===== config.mk =====
export PLATFORM = sky130hd
export DESIGN_NAME = alu_arbiter_seq
export DESIGN_NICKNAME = d
export VERILOG_FILES = /design/src/rtl/alu_arbiter_seq.sv
export SDC_FILE = /design/constraint.sdc
export NUM_CORES = 1
export LEC_CHECK = 0
export CAP_MARGIN = 10
export CORE_MARGIN = 1.5
export CORE_UTILIZATION = 42
export DETAILED_ROUTE_END_ITERATION = 10
export PLACE_DENSITY = 0.84
export SYNTH_ARGS = -nofsm -noshare
export SYNTH_HDL_FRONTEND = slang
export SYNTH_SLANG_ARGS = --single-unit

===== constraint.sdc =====
create_clock -name clk -period 3.1 [get_ports clk]
set_input_delay 0.62 -clock clk [delete_from_list [all_inputs] [get_ports clk]]
set_output_delay 0.62 -clock clk [all_outputs]
set_load 0.005 [all_outputs]

===== src/rtl/alu_arbiter_seq.sv =====
// Round-robin arbiter sharing one external combinational ALU between two requesters,
// with registered ALU operands, a programmable execute window and a valid/ready response.
module alu_arbiter_seq #(
    parameter int unsigned WIDTH       = 8,
    parameter int unsigned EXEC_CYCLES = 1
) (
    input  logic             clk,
    input  logic             rst_n,
    input  logic [1:0]       req_valid,
    output logic [1:0]       req_ready,
    input  logic [WIDTH-1:0] req0_a,
    input  logic [WIDTH-1:0] req1_a,
    input  logic [WIDTH-1:0] req0_b,
    input  logic [WIDTH-1:0] req1_b,
    input  logic [2:0]       req0_op,
    input  logic [2:0]       req1_op,
    input  logic [1:0]       req_chain,
    output logic [WIDTH-1:0] alu_a,
    output logic [WIDTH-1:0] alu_b,
    output logic [1:0]       alu_s,
    output logic             alu_s2,
    input  logic [WIDTH-1:0] alu_f,
    output logic             resp_valid,
    input  logic             resp_ready,
    output logic             resp_id,
    output logic [WIDTH-1:0] resp_data,
    output logic [WIDTH-1:0] last_result,
    output logic             busy
);

    typedef enum logic [1:0] {
        IDLE = 2'd0,
        EXEC = 2'd1,
        RESP = 2'd2
    } state_t;

    localparam logic [3:0] CNT_INIT = 4'(EXEC_CYCLES - 1);

    state_t     state, state_n;
    logic [3:0] cnt;
    logic       rr;
    logic       gnt;
    logic       hs;
    logic       capture;

    always_ff @(posedge clk or negedge rst_n) begin
        if (!rst_n) state <= IDLE;
        else        state <= state_n;
    end

    always_comb begin
        state_n    = state;
        req_ready  = '0;
        gnt        = (req_valid == 2'b11) ? rr : req_valid[1];
        hs         = 1'b0;
        capture    = 1'b0;
        resp_valid = (state == RESP);
        busy       = (state != IDLE);
        case (state)
            IDLE: begin
                // ready mirrors valid for the granted side, so ready alone marks a handshake
                req_ready[gnt] = req_valid[gnt];
                hs             = req_valid[gnt];
                if (hs) state_n = EXEC;
            end
            EXEC: begin
                if (cnt == '0) begin
                    capture = 1'b1;
                    state_n = RESP;
                end
            end
            RESP: begin
                if (resp_ready) state_n = IDLE;
            end
            default: state_n = IDLE;
        endcase
    end

    always_ff @(posedge clk or negedge rst_n) begin
        if (!rst_n) begin
            cnt         <= '0;
            rr          <= 1'b0;
            alu_a       <= '0;
            alu_b       <= '0;
            alu_s       <= '0;
            alu_s2      <= 1'b0;
            resp_id     <= 1'b0;
            resp_data   <= '0;
            last_result <= '0;
        end else begin
            if (hs) begin
                alu_a           <= req_chain[gnt] ? last_result : (gnt ? req1_a : req0_a);
                alu_b           <= gnt ? req1_b : req0_b;
                {alu_s2, alu_s} <= gnt ? req1_op : req0_op;
                resp_id         <= gnt;
                rr              <= ~gnt;
                cnt             <= CNT_INIT;
            end else if (state == EXEC && cnt != '0) begin
                cnt <= cnt - 1'b1;
            end
            if (capture) begin
                resp_data   <= alu_f;
                last_result <= alu_f;
            end
        end
    end

endmodule


Word-level counts from Yosys, hierarchy flattened
Index checks and enable logic that the tools add are counted.
- input bits: 53
- bits in registers: 35
- mux-type cells: 21
- reductions and logical operators: 8
- add/sub/neg operators: 1
- bitwise logic cells: 2
- equality and inequality tests: 6
- order comparisons: 2
- operator list (operator ; number):
    8-bit 2-to-1 mux ; 3
    1-bit 2-to-1 mux ; 9
    2-bit 2-to-1 mux ; 4
    4-bit 2-to-1 mux ; 2
    2-bit one-hot mux with 3 select lines ; 1
    2-bit == test (second input constant) ; 2
    4-bit logical NOT ; 1
    2-bit inequality test (second input constant) ; 2
    2-bit nonzero test ; 2
    4-bit nonzero test ; 1
    4-bit by 1-bit subtractor with 4-bit output (second input constant) ; 1
    3-bit 2-to-1 mux ; 1
    3-bit AND reduction ; 1
    2-bit bitwise AND ; 1
    2-bit by 1-bit == test with 1-bit output (second input constant) ; 1
    1-bit logical AND ; 2
    2-bit logical NOT ; 1
    1-bit by 2-bit < comparator with 1-bit output (second input constant) ; 1
    2-bit by 1-bit inequality test with 1-bit output (second input constant) ; 1
    1-bit demux with 1-bit select ; 1
    1-bit greater-or-equal comparator (second input constant) ; 1
    1-bit inverter ; 1

Longest topological paths before layout
- depth after elaboration: 8
- depth in mapped cells: 6
- gate-level depth less buffers: 6

Worst setup path after synthesis
OpenSTA, ideal clock, no wires.
- path type: in2out
- start: input port req_valid[0]
- end: output port req_ready[0]
- cell stages on the path: 4
- slack: 1.178 ns
- data required time: 2.480 ns
- data arrival time: 1.302 ns
- cells stage by stage: nor2b_1 > nand2b_1 > buf_2 > and2_1
- word-level cells in the longest chain between the ends: 8
- elaborated cells on any way between the ends: 11
- ends and longest elaborated chain (what ; RTL line ; source):
    from (decl) ; 9 ; input logic [1:0] req_valid,
    2-bit == test ; 54 ; gnt = (req_valid == 2'b11) ? rr : req_valid[1];
    1-bit 2-to-1 mux ; 54 ;
    1-bit by 2-bit < comparator with 1-bit output (implied by the code) or 1-bit greater-or-equal comparator (tied branches) ; 62 ; req_ready[gnt] = req_valid[gnt];
    1-bit logical AND (implied by the code) ; 62 ;
    1-bit 2-to-1 mux (implied by the code) ; 62 ;
    1-bit demux with 1-bit select ; 62 ;
    2-bit bitwise AND (no line) (*) ; -- ;
    2-bit 2-to-1 mux (*) ; 59 ; case (state)
    to (decl) ; 10 ; output logic [1:0] req_ready,
Every way passes the cells marked *; elsewhere a longest branch is shown, timed or not. The select of a mux whose other input is x is not followed.

Final worst setup path
Ends and elaborated chain as after synthesis.

==> flow_metrics.tcl <==
set metrics [dict create \
    grt_usage_pct 22.61 \
    critPathKind "in2out" \
    area_growth_syn_to_layout_pct 56.91 \
    grt_max_degree 36 \
    post-cts-setup-buffers 0 \
    setup_violations 0 \
    reg2regPathDepth 4 \
    clock_sinks 35 \
    routed_via_density 5.191 \
    path_max_fanout 5 \
    synth_area_leader_cell "dfrtp_1" \
    root_buffer "clkbuf_8" \
    gp_congestion 0.9168 \
    cp-start-kind "input pin" \
    drive_gt1_share_pct 9.848 \
    drv_slew 0 \
    drtIter0Drc 55 \
    clk_latency_ns 0.29 \
    ys_top_cells_by_count "35 x dfrtp_1, 24 x o21ai_0, 18 x nand2_1, 15 x nor2_1, 9 x a21oi_1" \
    fin_tns_setup_ns 0 \
    worstPathArrival_ns 2.14 \
    grt_pass1_vias 1533 \
    leakagePower_nw 1.178 \
    synth_top_area_share_pct 50.11 \
    worst_slack_ns 0.3414 \
    synth_cell_types 32 \
    dieArea_um2 4558 \
    yosysWarnings 0 \
    status "finished, final reports clean" \
    place_ws_ns 0.3241 \
    ios 93 \
    dpl.hpwl_mm 3.492 \
    drc 0 \
    seq_area_frac_synth_pct 50.11 \
    regToRegSetupSlack_ns 1.46 \
    cts_resized 0 \
    diodes 0 \
    cts_hold_buf 0 \
    synth_flop_cell "dfrtp_1" \
    syn_area_um2 1748 \
    path_clk_slew_ns 0.07 \
    holdWs_ns 0.4043 \
    clock_path_buffers 2 \
    synth_fp_nets 231 \
    cts_tree "yes" \
    slew_headroom_pct 48.56 \
    powerDensity_nw_per_um2 872.5 \
    synth.most_common_cell "dfrtp_1" \
    synth_area_leaders "dfrtp_1 50%, o21ai_0 6.9%, mux2_2 5.2%" \
    hold_class "in2async" \
    antenna_found_initial 0 \
    drt-wirelength-per-cell_um 15.48 \
    finClkSkew_ns 0.006449 \
    start_util_pct 43.70 \
    final_antenna_net_count 0 \
    grt_pass1_wl_mm 7.458 \
    end_kind "output pin" \
    rows 23 \
    async_reset_ff_share_pct 100.0 \
    worstMarginPinSlew_ns 0.7716 \
    vias 1630 \
    synth_seq_cells 35 \
    vdd_drop_max_v 0.0004962 \
    grt_overflow 0 \
    period_share_pct 88.99 \
    fin_nets 318 \
    synth_edf_count 0 \
    placeableCoreArea_um2 4000 \
    max_clock_freq_mhz 362.5 \
    syn_avg_cell_area_um2 9.931 \
    post-route-min-period_ns 2.759 \
    io_buffers 92 \
    die_y_um 67.51 \
    syn_inst 176 \
    rsz0062_at_grt "no" \
    hold_viol 0 \
    firstDrtPassIters 5 \
    die_w_um 67.51 \
    worstPathRequired_ns 2.48 \
    wirelength_mm 4.862 \
    ctsHtreeMaxLevel 2 \
    cts_buffers 5 \
    drv_cap 0 \
]
final timing paths:
kind,startpoint,endpoint
max,req_valid[0],req_ready[0]
min,rst_n,alu_b[7]
max reg2reg,state[1],alu_b[7]
min reg2reg,alu_a[5],alu_a[5]
max in group asynchronous,rst_n,alu_a[5]
min in group clk,alu_a[5],alu_a[5]
metrics by stage:
| stage | cell area (um2) | cells | power, mW | utilization (%) |
|---|---|---|---|---|
| floorplan | 1748 | 176 | 1.435 | - |
| global route | 2743 | 314 | 2.588 | 68.56 |
| finish | 2743 | 314 | 2.393 | 68.56 |
| detailed placement | 2659 | 306 | 2.090 | 66.47 |
| CTS | 2743 | 314 | 2.415 | 68.56 |
| global placement | 2659 | 306 | 2.043 | 66.47 |
critical path, stage by stage:
cell and delay [ns]:
clkdlybuf4s50_1 0.48, nor2b_1 0.16, nand2b_1 0.21, and2_1 0.16
clkdlybuf4s50_1 0.51
registers in the layout (all words and copies together) (netlist names):
| name | cells |
|---|---|
| alu_a | 8 |
| alu_b | 8 |
| last_result | 8 |
| cnt | 4 |
| alu_s | 2 |
| state | 2 |
| alu_s2 | 1 |
| resp_id | 1 |
| rr | 1 |
layout make-up:
class                           instances  area (um2)
Clock buffer                            5       68.82
Clock inverter                          3       15.01
Fill cell                             365        1257
Inverter                                4       15.01
Multi-Input combinational cell        120       752.0
Sequential cell                        35       875.8
Tap cell                               50       62.56
Timing Repair Buffer                   97       953.4
logic make-up (layout without fill, tap and decap cells):
group           Yosys count  in the layout  synth area share, %
xor+xnor                  3              3                1.503
mux                      16             16                9.736
simple gates             51             51                13.67
fa+ha+maj                 2              2                1.431
flops                    35             35                50.11
compound gates           48             48                16.68
buf+inv                  21            109                6.872
layout by cell type (no fill, tap or decap), drive strengths merged, types with 5 or more instances in the layout:
cell type and count:
buf 6, nand2 18, mux2 8, nor2 17
o311ai 8, o21ai 26, clkdlybuf4s50 91, mux2i 8
a21oi 9, clkbuf 5, dfrtp 35
report_power, final:
part	switching, mW	internal, mW
combinational	0.494	0.756
clock	0.163	0.154
sequential	0.145	0.681
total	0.802	1.59
metal layers:
metal / vias to the layer above / part of all wire (%) / track usage (%)
met5: - / 0 / 0
li1: 782 / - / -
met3: 2 / 10 / 7.833
met2: 84 / 49 / 36.27
met1: 762 / 40 / 26.76
met4: 0 / 0.39 / 11.48
No activity file was read; power rests on OpenSTA's default activity.
